--- src/rtl/mux_sel_sequencer_pkg.sv ---
// rtl/mux_sel_sequencer_pkg.sv - shared types and index helpers for the mux select sequencer
package mux_sel_sequencer_pkg;

    typedef enum logic {
        IDLE = 1'b0,
        SCAN = 1'b1
    } state_t;

    function automatic int sel_width(input int width);
        return (width < 2) ? 1 : $clog2(width);
    endfunction

    function automatic int first_idx(input int width, input bit msb_first);
        return msb_first ? width - 1 : 0;
    endfunction

    function automatic int last_idx(input int width, input bit msb_first);
        return msb_first ? 0 : width - 1;
    endfunction

endpackage

--- src/rtl/mux_sel_sequencer_if.sv ---
// rtl/mux_sel_sequencer_if.sv - load handshake, step tick and mux-side signals of the sequencer
interface mux_sel_sequencer_if #(
    parameter int WIDTH = 8
);
    localparam int SEL_W = (WIDTH < 2) ? 1 : $clog2(WIDTH);

    logic             load_valid;
    logic             load_ready;
    logic [WIDTH-1:0] load_data;
    logic             step_en;
    logic [WIDTH-1:0] mux_in;
    logic [SEL_W-1:0] mux_sel;
    logic             bit_valid;
    logic             frame_done;
    logic             busy;

    modport master (
        output load_valid, load_data, step_en,
        input  load_ready, mux_in, mux_sel, bit_valid, frame_done, busy
    );

    modport slave (
        input  load_valid, load_data, step_en,
        output load_ready, mux_in, mux_sel, bit_valid, frame_done, busy
    );

endinterface

--- src/rtl/mux_sel_sequencer_sel_counter.sv ---
// rtl/mux_sel_sequencer_sel_counter.sv - loadable up/down select counter with last-index flag
module sel_counter #(
    parameter int               SEL_W    = 3,
    parameter logic [SEL_W-1:0] LAST_IDX = '1
) (
    input  logic             clk,
    input  logic             rst_n,
    input  logic             load,
    input  logic [SEL_W-1:0] load_val,
    input  logic             en,
    input  logic             dir,
    output logic [SEL_W-1:0] count,
    output logic             at_last
);
    localparam logic [SEL_W-1:0] ONE = SEL_W'(1);

    // Load wins over enable so a frame end or restart never double-moves the select
    always_ff @(posedge clk or negedge rst_n) begin
        if (!rst_n) begin
            count <= '0;
        end else if (load) begin
            count <= load_val;
        end else if (en) begin
            count <= dir ? (count - ONE) : (count + ONE);
        end
    end

    assign at_last = (count == LAST_IDX);

endmodule

--- src/rtl/mux_sel_sequencer.sv ---
// rtl/mux_sel_sequencer.sv - holds a parallel word and steps the mux select across it, one bit per tick
module mux_sel_sequencer
    import mux_sel_sequencer_pkg::*;
#(
    parameter int WIDTH     = 8,
    parameter bit MSB_FIRST = 1'b0
) (
    input  logic                clk,
    input  logic                rst_n,
    mux_sel_sequencer_if.slave  bus
);
    localparam int               SEL_W = sel_width(WIDTH);
    localparam logic [SEL_W-1:0] FIRST = SEL_W'(first_idx(WIDTH, MSB_FIRST));
    localparam logic [SEL_W-1:0] LAST  = SEL_W'(last_idx(WIDTH, MSB_FIRST));

    state_t           state, state_nx;
    logic [WIDTH-1:0] data_q;
    logic             done_q;
    logic [SEL_W-1:0] sel;
    logic             at_last;
    logic             ready;
    logic             accept;
    logic             last_step;
    logic             cnt_load;
    logic             cnt_en;
    logic [SEL_W-1:0] cnt_val;

    always_ff @(posedge clk or negedge rst_n) begin
        if (!rst_n) begin
            state  <= IDLE;
            data_q <= '0;
            done_q <= 1'b0;
        end else begin
            state  <= state_nx;
            done_q <= last_step;
            if (accept) begin
                data_q <= bus.load_data;
            end
        end
    end

    // A word offered on the final step is taken immediately so frames run back to back
    always_comb begin
        last_step = (state == SCAN) & bus.step_en & at_last;
        ready     = (state == IDLE) | last_step;
        accept    = bus.load_valid & ready;
        state_nx  = state;
        cnt_load  = 1'b0;
        cnt_val   = '0;
        cnt_en    = (state == SCAN) & bus.step_en;
        if (accept) begin
            state_nx = SCAN;
            cnt_load = 1'b1;
            cnt_val  = FIRST;
        end else if (last_step) begin
            state_nx = IDLE;
            cnt_load = 1'b1;
        end
    end

    sel_counter #(
        .SEL_W    (SEL_W),
        .LAST_IDX (LAST)
    ) u_sel_counter (
        .clk      (clk),
        .rst_n    (rst_n),
        .load     (cnt_load),
        .load_val (cnt_val),
        .en       (cnt_en),
        .dir      (MSB_FIRST),
        .count    (sel),
        .at_last  (at_last)
    );

    assign bus.load_ready = ready;
    assign bus.mux_in     = data_q;
    assign bus.mux_sel    = sel;
    assign bus.bit_valid  = (state == SCAN);
    assign bus.busy       = (state == SCAN);
    assign bus.frame_done = done_q;

endmodule
--- src/flat_wrapper.sv ---
// flat-port wrapper written by rule: the top's interface ports become plain ports
module mux_sel_sequencer_flat import mux_sel_sequencer_pkg::*;
#(
    parameter int WIDTH     = 8,
    parameter bit MSB_FIRST = 1'b0
)
  (clk, rst_n, bus_load_valid, bus_load_data, bus_step_en, bus_load_ready, bus_mux_in, bus_mux_sel, bus_bit_valid, bus_frame_done, bus_busy);
  mux_sel_sequencer_if #(.WIDTH(WIDTH)) bus_i ();
  input  logic clk;
  input  logic rst_n;
  input wire logic [$bits(bus_i.load_valid)-1:0] bus_load_valid;
  input wire logic [$bits(bus_i.load_data)-1:0] bus_load_data;
  input wire logic [$bits(bus_i.step_en)-1:0] bus_step_en;
  output wire logic [$bits(bus_i.load_ready)-1:0] bus_load_ready;
  output wire logic [$bits(bus_i.mux_in)-1:0] bus_mux_in;
  output wire logic [$bits(bus_i.mux_sel)-1:0] bus_mux_sel;
  output wire logic [$bits(bus_i.bit_valid)-1:0] bus_bit_valid;
  output wire logic [$bits(bus_i.frame_done)-1:0] bus_frame_done;
  output wire logic [$bits(bus_i.busy)-1:0] bus_busy;
  assign bus_i.load_valid = bus_load_valid;
  assign bus_i.load_data = bus_load_data;
  assign bus_i.step_en = bus_step_en;
  assign bus_load_ready = bus_i.load_ready;
  assign bus_mux_in = bus_i.mux_in;
  assign bus_mux_sel = bus_i.mux_sel;
  assign bus_bit_valid = bus_i.bit_valid;
  assign bus_frame_done = bus_i.frame_done;
  assign bus_busy = bus_i.busy;
  mux_sel_sequencer #(.WIDTH(WIDTH), .MSB_FIRST(MSB_FIRST)) u_core (.clk(clk), .rst_n(rst_n), .bus(bus_i));
endmodule
--- config.mk ---
export PLATFORM = sky130hd
export DESIGN_NAME = mux_sel_sequencer_flat
export DESIGN_NICKNAME = d
export VERILOG_FILES = /design/src/rtl/mux_sel_sequencer_pkg.sv /design/src/rtl/mux_sel_sequencer_if.sv /design/src/rtl/mux_sel_sequencer_sel_counter.sv /design/src/rtl/mux_sel_sequencer.sv /design/src/flat_wrapper.sv
export SDC_FILE = /design/constraint.sdc
export NUM_CORES = 1
export LEC_CHECK = 0
export BUFFER_PORTS_ARGS = -buffer_cell sky130_fd_sc_hd__buf_2
export CAP_MARGIN = 20
export CORE_MARGIN = 2
export CORE_UTILIZATION = 44
export DETAILED_ROUTE_END_ITERATION = 10
export PLACE_DENSITY = 0.72
export SLEW_MARGIN = 0
export SYNTH_ARGS = -nofsm -noshare
export SYNTH_HDL_FRONTEND = slang
export SYNTH_SLANG_ARGS = --single-unit
--- constraint.sdc ---
create_clock -name clk -period 2.1 [get_ports clk]
set_input_delay 0.105 -clock clk [delete_from_list [all_inputs] [get_ports clk]]
set_output_delay 0.105 -clock clk [all_outputs]
set_load 0.05 [all_outputs]
After elaboration in Yosys (flattened, before gate mapping)
Cells that the tools add are included.
{"block": "op_classes", "addsub": 1, "reduce_logical": 2, "n_eq_ne": 1, "n_mux": 6, "bitwise": 5}
{"cell": "3-bit two-way mux", "n": 2}
{"cell": "1-bit two-way mux", "n": 4}
{"cell": "2-bit nonzero test", "n": 2}
{"cell": "3-bit by 1-bit adder with 3-bit output (second input constant)", "n": 1}
{"cell": "1-bit bitwise AND", "n": 3}
{"cell": "3-bit equality test (second input constant)", "n": 1}
{"cell": "1-bit inverter", "n": 1}
{"cell": "1-bit OR", "n": 1}
{"block": "totals", "ff_bits": 13, "inputBits": 12, "word_cells": 19, "output_inout_bits": 15}

Longest topological paths before layout
Gate-level depths: netlist of the first run.
{"block": "depth", "word_depth": 6, "ltp_mapped": 5, "depth_no_buf": 5}

Hierarchy
From an unflattened synthesis of the first run, not the netlist that was laid out.
{"block": "hier_totals", "cells_unflattened": 48, "hier_area_um2": 638.1}
{"module": "mux_sel_sequencer", "n_inst": 1, "seq_area_each_um2": 250.2, "area_per_inst_um2": 447.9, "cells_per_inst": 27}
{"module": "sel_counter", "n_inst": 1, "seq_area_each_um2": 75.1, "area_per_inst_um2": 190.2, "cells_per_inst": 21}

Worst setup path before layout of the first run
OpenSTA, ideal clock, no wires.
{"block": "synth_timing", "kind": "reg2reg", "startpoint": "reg u_core.u_sel_counter.count[0]", "endpoint": "reg u_core.data_q[0], in the netlist u_core.bus.mux_in[0]", "slack_ps": 170, "required_time_ps": 1975, "path_buffers": 0, "path_stages_with_launch": 6, "period_less_slack_ps": 1930, "arrival_time_ps": 1805, "setup_time_ps": 125, "path_cell_list": "dfrtp_1 > ha_1 > ha_1 > a21bo_4 > nand2_8 > mux2_4"}
{"block": "synth_via", "elab_chain_cells": 4}
{"item": "start: declaration", "line_no": "mux_sel_sequencer_sel_counter.sv:12", "source": "output logic [SEL_W-1:0] count,"}
{"item": "start signal: assignment", "line_no": "mux_sel_sequencer_sel_counter.sv:22", "source": "count <= load_val;"}
{"item": "start signal: assignment", "line_no": "mux_sel_sequencer_sel_counter.sv:24", "source": "count <= dir ? (count - ONE) : (count + ONE);"}
{"item": "3-bit equality test", "line_no": "mux_sel_sequencer_sel_counter.sv:28", "source": "assign at_last = (count == LAST_IDX);"}
{"item": "1-bit bitwise AND", "line_no": "mux_sel_sequencer.sv:44", "source": "last_step = (state == SCAN) & bus.step_en & at_last;"}
{"item": "1-bit OR", "line_no": "mux_sel_sequencer.sv:45", "source": "ready = (state == IDLE) | last_step;"}
{"item": "via bus_load_ready", "line_no": "flat_wrapper.sv:14", "source": "output wire logic [$bits(bus_i.load_ready)-1:0] bus_load_ready;"}
{"item": "1-bit bitwise AND", "line_no": "mux_sel_sequencer.sv:46", "source": "accept = bus.load_valid & ready;"}
{"item": "end signal: assignment", "line_no": "mux_sel_sequencer.sv:37", "source": "data_q <= bus.load_data;"}
{"item": "end: declaration", "line_no": "mux_sel_sequencer.sv:17", "source": "logic [WIDTH-1:0] data_q;"}
The timed path passes the listed nets, and every way through them passes these cells.
A chain may end at the register's enable or synchronous reset.

Final worst setup path of the first run
{"block": "layout_timing", "startpoint": "reg u_core.u_sel_counter.count[0]", "endpoint": "out bus_load_ready"}
{"block": "layout_via", "elab_chain_cells": 3}
{"item": "3-bit equality test", "line_no": "mux_sel_sequencer_sel_counter.sv:28"}
{"item": "1-bit bitwise AND", "line_no": "mux_sel_sequencer.sv:44"}
{"item": "1-bit OR", "line_no": "mux_sel_sequencer.sv:45"}
{"item": "end: declaration", "line_no": "flat_wrapper.sv:14"}
Every way passes these cells.

==> results of run 1 <==
## how the worst min path moves through the flow
stage	end	depth (start not counted)
after global placement	u_core.bus.mux_in[0]	1
final	u_core.bus.mux_in[1]	2
after floorplan	u_core.bus.bit_valid	0
after CTS	u_core.bus.mux_in[1]	2
after global routing	u_core.bus.mux_in[1]	2
after detailed placement	u_core.bus.mux_in[5]	1
## cell type report
| type | instances | area (sq um) | share of cell area [%] |
|---|---|---|---|
| clock buffer | 4 | 26.3 | 3.36 |
| multi-input combinational | 27 | 268 | 34.2 |
| sequential | 13 | 325 | 41.6 |
| timing repair buffer | 27 | 140 | 17.9 |
| inverter | 1 | 3.75 | 0.480 |
| tap | 15 | 18.8 | 2.40 |
## kinds of logic after synthesis
logic type	Yosys count	share of synthesized area (%)
AOI/OAI and AO/OA	7	8.28
adders and majority gates	2	4.14
buffers and inverters	2	1.86
DFF	13	53.8
muxes	8	19.9
and+or+nand+nor	10	12.0
## routing by layer
layer | vias to the layer above | global-route usage [%] | part of all wire, %
met5 | - | 0 | 0
met4 | 0 | 7.50 | 0
met3 | 0 | 3.26 | 7.1
met2 | 15 | 20.3 | 46
met1 | 189 | 21.8 | 47
li1 | 208 | - | -
## cell usage after synthesis
master	count	share of area (%)
dfrtp_1	13	54
inv_1	1	0.62
a31oi_1	3	3.1
nand2b_1	3	3.1
and3_2	1	1.2
nand2_1	2	1.2
nand3b_1	2	2.5
ha_1	2	4.1
nor2_1	1	0.62
buf_4	1	1.2
mux2_4	8	20
nand2_8	1	3.3
a21bo_4	1	2.7
a21oi_1	3	2.5
## power breakdown
group          total [uW]  internal [uW]  switching (uW)
Sequential            434            359            74.3
Combinational         797            252             545
Clock                 149           73.4            75.2
## state kept, by name (all words and copies together) (netlist names)
signal / flops
u_core.bus.frame_done: 1
u_core.bus.bit_valid: 1
u_core.bus.mux_in: 8
u_core.u_sel_counter.count: 3
## per-stage QoR
step / setup slack (ns) / area (sq um) / utilization, %
finish: 0.392 / 782 / 60.9
global route: 0.317 / 782 / 60.9
global placement: 0.487 / 746 / 58.0
floorplan: 0.170 / 604 / -
CTS: 0.377 / 782 / 60.9
detailed placement: 0.453 / 746 / 58.0
## timing repair
item	CTS	global route
hold buffers	1	0
endpoints found under the setup margin	0	0
hold endpoints to repair	13	0
buffers inserted	0	0
==> results.yml, run 1 <==
sta:
  timing.fmax_mhz: 586
  drv_slew: 0
  finalSetupViolations: 0
  finalCritPeriodShare_pct: 81.3
  fin_crit_ns: 1.71
  rsz0062_at_grt: "false"
  relSlewSlack_pct: 81.1
  tightestPinTransition_ns: 0.284
  final_hold_viol_count: 0
  worst_clock_skew_ns: 0.00319
  whs_ns: 0.0676
  fin_setup_tns_ns: 0
run_status:
  status: "completed"
critical_path:
  timing.rr.start: "u_core.u_sel_counter.count[0]"
  slowest_delay_ns: 0.42
  cp.required_ns: 2.00
  crit_path_end: "bus_load_ready"
  crit_type: "reg2out"
  crit_start: "u_core.u_sel_counter.count[0]"
  reg2reg_to: "u_core.bus.mux_in[3]"
  cp_common_cell: "ha_1"
  cp.depth: 4
  crit_slowest_cell: "dfrtp_1"
  end_kind: "output port"
  path_buf_inv: 1
  cp_top_family: "adder cells"
  worst-r2r-cell-count: 5
  r2r_slack_ns: 0.44
  worst_setup_path_start_kind: "flop"
  critical_path_arrival_ns: 1.60
  crit_path_cell_trace: "ha_1 -> ha_1 -> a21bo_4 -> buf_2"
  cp_max_fo: 5
cells_and_area:
  n_antenna_cell: 0
  area_growth_pct: 29.4
  drive_above_1_share_pct: 55.6
  final_cell_mix: "buf_2, dfrtp_1, mux2_4"
  layout_commonest_cell: "buf_2"
  finalNetCount: 87
  finalNonFillerCells: 87
  num-fill-cells: 115
min_path:
  worst_hold_startpoint: "bus_load_data[1]"
  hold_path.class: "in2reg"
placed_design:
  dp_cells: 82
  numPortBuffers: 26
  gp_congestion: 0.684
clock_tree:
  clk_pin_slew_ns: 0.08
  cts_root_buf: "clkbuf_4"
  tritoncts: "built"
  htree_num_levels: 1
  cts_resized: 0
  cts_sinks: 13
  cts.path.max_buffers: 2
  clk_latency_ns: 0.27
  cts_buffers: 3
logic_synthesis:
  ys_types: 14
  syn_area_sq_um: 604
  yosys_warnings: 0
  synth-seq-cells: 13
  ys_seq_area_share_pct: 53.8
  syn_nets: 56
  syn_area_per_cell_sq_um: 14.4
  syn_inst: 42
global_route:
  grt_max_degree: 14
  grt_usage_pct: 14.9
  grt_pass1_wl_microns: 1590
  antenna_found_initial: 0
  grt_overflow_total: 0
  grt_pass1_vias: 370
drt:
  wirelength_microns: 1100
  drc: 0
  post_drt_wl_per_cell_microns: 12.7
  vias: 412
  viasPerCell: 4.74
  dr.first_iter.drc_count: 5
  ant_nets: 0
  drtPass1Iterations: 2
power_and_ir_drop:
  power_uw: 1380
  power.density_nw_per_um2: 1760
  peakVddDrop_mv: 0.787
  leakage_uw: 0.000424
die:
  die_y_microns: 41.1
  initial_core_util_pct: 47.0
  die_area_sq_um: 1690
  coreArea_sq_um: 1280
  rows: 13
  die_x_microns: 41.1
  io_pins: 27
run:
  maxCapViolations: 0
Power figures use the tool's default switching activity.
==> run 2, diff against run 1 <==
Clock period 2.1 ns to 1.7 ns, I/O delays scaled along.
==> run 2 against run 1 <==
  * Utilization grew 2.1 points
  * Critical path depth is the same
  * Largest power group unchanged
  * Cell area grew 3.5%
==> results.yml, run 2 (same netlist as run 1, synthesis figures left out) <==
run_status:
  status: "completed"
die:
  coreArea_sq_um: 1280
  rows: 13
  die_y_microns: 41.1
  io_pins: 27
  initial_core_util_pct: 47.0
  die_x_microns: 41.1
  die_area_sq_um: 1690
placed_design:
  gp_congestion: 0.678
  numPortBuffers: 26
  dp_cells: 82
  pre_cts_slack_ns: 0.153
cells_and_area:
  area_growth_pct: 34.0
  drive_above_1_share_pct: 61.1
  finalNetCount: 87
  final_cell_mix: "buf_2, dfrtp_1, mux2_4"
  largest_reg_flops: 8
  n_antenna_cell: 0
  num-fill-cells: 110
  finalNonFillerCells: 87
  layout_commonest_cell: "buf_2"
critical_path:
  cp.depth: 4
  crit_start: "u_core.u_sel_counter.count[0]"
  crit_slowest_cell: "dfrtp_2"
  critical_path_arrival_ns: 1.50
  cp_top_family: "flip-flops"
  r2r_slack_ns: 0.15
  slowest_delay_ns: 0.45
  cp.required_ns: 1.62
  worst_setup_path_start_kind: "flop"
  crit_type: "reg2out"
  worst-r2r-cell-count: 5
  cp_common_cell: "ha_4"
  end_kind: "output port"
  timing.rr.start: "u_core.u_sel_counter.count[0]"
  reg2reg_to: "u_core.bus.mux_in[4]"
  path_buf_inv: 1
  crit_path_end: "bus_load_ready"
  crit_path_cell_trace: "ha_4 -> ha_4 -> a21bo_4 -> buf_2"
  cp_max_fo: 5
clock_tree:
  hold_buffers: 1
  htree_num_levels: 1
  clk_pin_slew_ns: 0.08
  cts_resized: 0
  cts_sinks: 13
  cts_buffers: 3
  tritoncts: "built"
  cts.path.max_buffers: 2
  post_cts_buffers: 0
  cts_root_buf: "clkbuf_4"
  clk_latency_ns: 0.26
run:
  maxCapViolations: 0
sta:
  finalCritPeriodShare_pct: 93.5
  setup_ws_ns: 0.111
  fin_crit_ns: 1.59
  drv_slew: 0
  rsz0062_at_grt: "false"
  tightestPinTransition_ns: 0.291
  relSlewSlack_pct: 80.6
  finalSetupViolations: 0
  worst_clock_skew_ns: 0.00398
  timing.fmax_mhz: 629
  fin_setup_tns_ns: 0
  final_hold_viol_count: 0
  whs_ns: 0.0472
drt:
  drtPass1Iterations: 4
  drc: 0
  ant_nets: 0
  wirelength_microns: 1140
  dr.first_iter.drc_count: 7
  viasPerCell: 4.86
  vias: 423
  post_drt_wl_per_cell_microns: 13.1
global_route:
  grt_usage_pct: 16.9
  grt_pass1_wl_microns: 1760
  grt_max_degree: 14
  antenna_found_initial: 0
  grt_pass1_vias: 419
  grt_overflow_total: 0
min_path:
  worst_hold_startpoint: "bus_load_data[7]"
  hold_path.class: "in2reg"
power_and_ir_drop:
  power_uw: 1770
  peakVddDrop_mv: 1.04
  power.density_nw_per_um2: 2190
  leakage_uw: 0.000421
run 2: area by class of cell:
type	count	area [sq um]	area share (%)
Clock buffer	4	26.3	3.25
Inverter	1	3.75	0.464
Tap cell	15	18.8	2.32
Multi-Input combinational cell	27	293	36.2
Timing Repair Buffer	27	140	17.3
Sequential cell	13	328	40.5
run 2: worst register-to-register path: stages (launching register included):
cell and delay [ns]:
dfrtp_2 0.45, ha_4 0.18, ha_4 0.17, a21bo_4 0.24
nand2_8 0.10, mux2_4 0.31
run 2: power by group:
group / leakage, uW / internal (uW) / switching, uW
sequential: 0.000155 / 449 / 114
combinational: 0.000251 / 342 / 682
clock: 0.0000150 / 90.5 / 91.6
total: 0.000421 / 882 / 888
run 2: worst min-delay path by stage:
stage | end | slack [ns] | cells after the start
after global placement | u_core.bus.mux_in[5] | -0.02 | 1
after CTS | u_core.bus.mux_in[3] | 0.04 | 2
after detailed placement | u_core.bus.mux_in[4] | -0.01 | 1
final | u_core.bus.mux_in[7] | 0.05 | 2
after global routing | u_core.bus.mux_in[3] | 0.03 | 2
after floorplan | u_core.bus.bit_valid | -0.21 | 0
run 2: metrics by stage:
step / util (%) / instance area [sq um]
final: 63.0 / 810
after global routing: 63.0 / 810
after CTS: 63.0 / 810
after detailed placement: 60.2 / 773
after global placement: 60.2 / 773
after floorplan: - / 632
run 2: routing by layer:
layer	part of all wire (%)	vias to the layer above	global-route usage, %	wire length, microns
met3	6.8	2	4.89	77
met2	48	14	27.3	541
met4	0.70	0	10.0	8
li1	-	211	-	-
met1	45	196	19.6	510
met5	0	-	0	0
==> run 3, diff against run 2 <==
Settings changed: CORE_UTILIZATION 44 to 40, PLACE_DENSITY 0.72 to 0.67, SETUP_SLACK_MARGIN set to 0.4.
==> run 3 against run 2 <==
  * Clock power barely moved
  * Non-clock buffer count rose by 4
  * Critical endpoint is now u_core.bus.mux_in[5]
  * Sequential power fell by 3%
  * Sequential share of layout area fell by 2.2 points
  * Register-to-register slack improved by 0.03 ns
  * Maximum frequency rose by 4.5%
  * Die area rose by 9.0%
  * Wire length rose by 3.9%
  * Combinational power rose by 8%
  * Highest routed layer unchanged
==> results.yml, run 3 (same netlist as run 1, synthesis figures left out) <==
run_status:
  status: "completed"
clock_tree:
  cts.path.max_buffers: 2
  cts_root_buf: "clkbuf_4"
  tritoncts: "built"
  clk_pin_slew_ns: 0.08
  cts_buffers: 3
  clk_latency_ns: 0.26
  htree_num_levels: 1
  cts_sinks: 13
placed_design:
  place_area_sq_um: 776
  numPortBuffers: 26
  pre_cts_slack_ns: 0.139
  gp_congestion: 0.727
sta:
  fin_crit_ns: 1.52
  relSlewSlack_pct: 80.7
  drv_slew: 0
  finalCritPeriodShare_pct: 89.4
  rsz0062_at_grt: "true"
  final_hold_viol_count: 0
  tightestPinTransition_ns: 0.289
  whs_ns: 0.0481
  finalSetupViolations: 0
  worst_clock_skew_ns: 0.00223
  timing.fmax_mhz: 658
  setup_ws_ns: 0.180
drt:
  dr.first_iter.drc_count: 2
  topRoutingLayerUsed: "met4"
  drc: 0
  route.met3.wl_microns: 92
  wl_met2_microns: 555
  viasPerCell: 4.73
  wirelength_microns: 1180
  ant_nets: 0
  drtPass1Iterations: 2
  vias: 435
  wl_met1_microns: 525
  post_drt_wl_per_cell_microns: 12.8
die:
  coreArea_sq_um: 1450
  die_x_microns: 42.9
  io_pins: 27
  initial_core_util_pct: 41.6
  rows: 14
  die_y_microns: 42.9
  die_area_sq_um: 1840
global_route:
  grt_max_degree: 14
  grt_pass1_vias: 459
  grt_usage_pct: 14.1
  grt_overflow_total: 0
  grt_pass1_wl_microns: 1930
  antenna_found_initial: 0
cells_and_area:
  drive_above_1_share_pct: 65.8
  largest_reg_flops: 8
  final_cell_mix: "buf_2, dfrtp_1, mux2_4"
  area_growth_pct: 42.2
  finish.utilization_pct: 59.1
  layout_commonest_cell: "buf_2"
  final_cell_area_sq_um: 860
  finalNetCount: 91
  n_antenna_cell: 0
critical_path:
  cp_common_cell: "ha_4"
  worst_setup_path_start_kind: "flop"
  r2r_slack_ns: 0.18
  cp_top_family: "flip-flops"
  end_kind: "flop"
  cp.depth: 5
  path_buf_inv: 0
  timing.rr.start: "u_core.u_sel_counter.count[0]"
  critical_path_arrival_ns: 1.67
  worst-r2r-cell-count: 5
  crit_type: "reg2reg"
  crit_path_cell_trace: "ha_4 -> ha_4 -> a21bo_4 -> nand2_8 -> mux2_4"
  slowest_delay_ns: 0.43
  cp.required_ns: 1.85
  cp_max_fo: 8
  reg2reg_to: "u_core.bus.mux_in[5]"
  crit_slowest_cell: "dfrtp_2"
run:
  maxCapViolations: 0
power_and_ir_drop:
  power.density_nw_per_um2: 2130
  power_frac_comb_pct: 60.2
  p_clk_share_pct: 9.9
  seqPwrFrac_pct: 29.9
  power_uw: 1830
  sw_frac_of_total_pct: 49.1
  p_int_uw: 931
  peakVddDrop_mv: 0.850
  leakage_uw: 0.000444
  switchingPower_uw: 897
min_path:
  hold_path_depth: 2
  hold_path.class: "in2reg"
  holdPathEnd: "u_core.bus.mux_in[1]"
  worst_hold_startpoint: "bus_load_data[1]"
==> run 3: cell count changes in the layout (fill, tap and decap cells not counted) <==
cell     previous run  this run
nor2_4              0         1
nor2_1              1         0
dfrtp_1            11        10
buf_2              26        25
buf_4               0         3
dfrtp_2             2         3
buf_6               0         2
==> run 3: repair_timing <==
| action | 4_1_cts | 5_1_grt |
|---|---|---|
| pin swaps | 2 | 4 |
| endpoints found under the setup margin | 9 | 12 |
| buffers inserted | 3 | 1 |
| hold endpoints to repair | 13 | 0 |
| gates resized for setup | 2 | 3 |
| hold buffers | 1 | 0 |
| cloned | 0 | 0 |
==> run 3: layout make-up <==
type                            count  area, sq um
Clock buffer                        4         26.3
Tap cell                           16         20.0
Sequential cell                    13          329
Inverter                            1         3.75
Timing Repair Buffer               31          180
Fill cell                         132          594
Multi-Input combinational cell     27          300
==> run 3: how the worst max path moves through the flow <==
stage,startpoint,slack [ns],endpoint
after floorplan,u_core.u_sel_counter.count[0],-0.02,u_core.bus.mux_in[0]
final,u_core.u_sel_counter.count[0],0.18,u_core.bus.mux_in[5]
after detailed placement,u_core.u_sel_counter.count[0],0.14,u_core.bus.mux_in[5]
after global placement,u_core.u_sel_counter.count[0],0.17,u_core.bus.mux_in[1]
after CTS,u_core.u_sel_counter.count[1],0.16,u_core.bus.mux_in[5]
after global routing,u_core.u_sel_counter.count[0],0.15,u_core.bus.mux_in[5]
==> run 3: per-stage QoR <==
| step | setup TNS [ns] | std cells |
|---|---|---|
| after floorplan | -0.122 | 42 |
| after global placement | 0 | 83 |
| after detailed placement | 0 | 83 |
| after CTS | 0 | 91 |
| after global routing | 0 | 92 |
| final | 0 | 92 |
==> run 3: power groups by stage <==
stage                     clock [uW]  sequential (uW)  combinational (uW)
final                            181              547                1100
after global routing             206              561                1170
after CTS                        191              548                1080
after detailed placement           0              569                1020
after global placement             0              563                1020
after floorplan                    0             1030                 332
==> run 3: per-layer routing <==
metal | track usage, % | vias up
met1 | 16.2 | 199
met4 | 5.63 | 0
met2 | 23.6 | 19
li1 | - | 215
met5 | 0 | -
met3 | 4.68 | 2
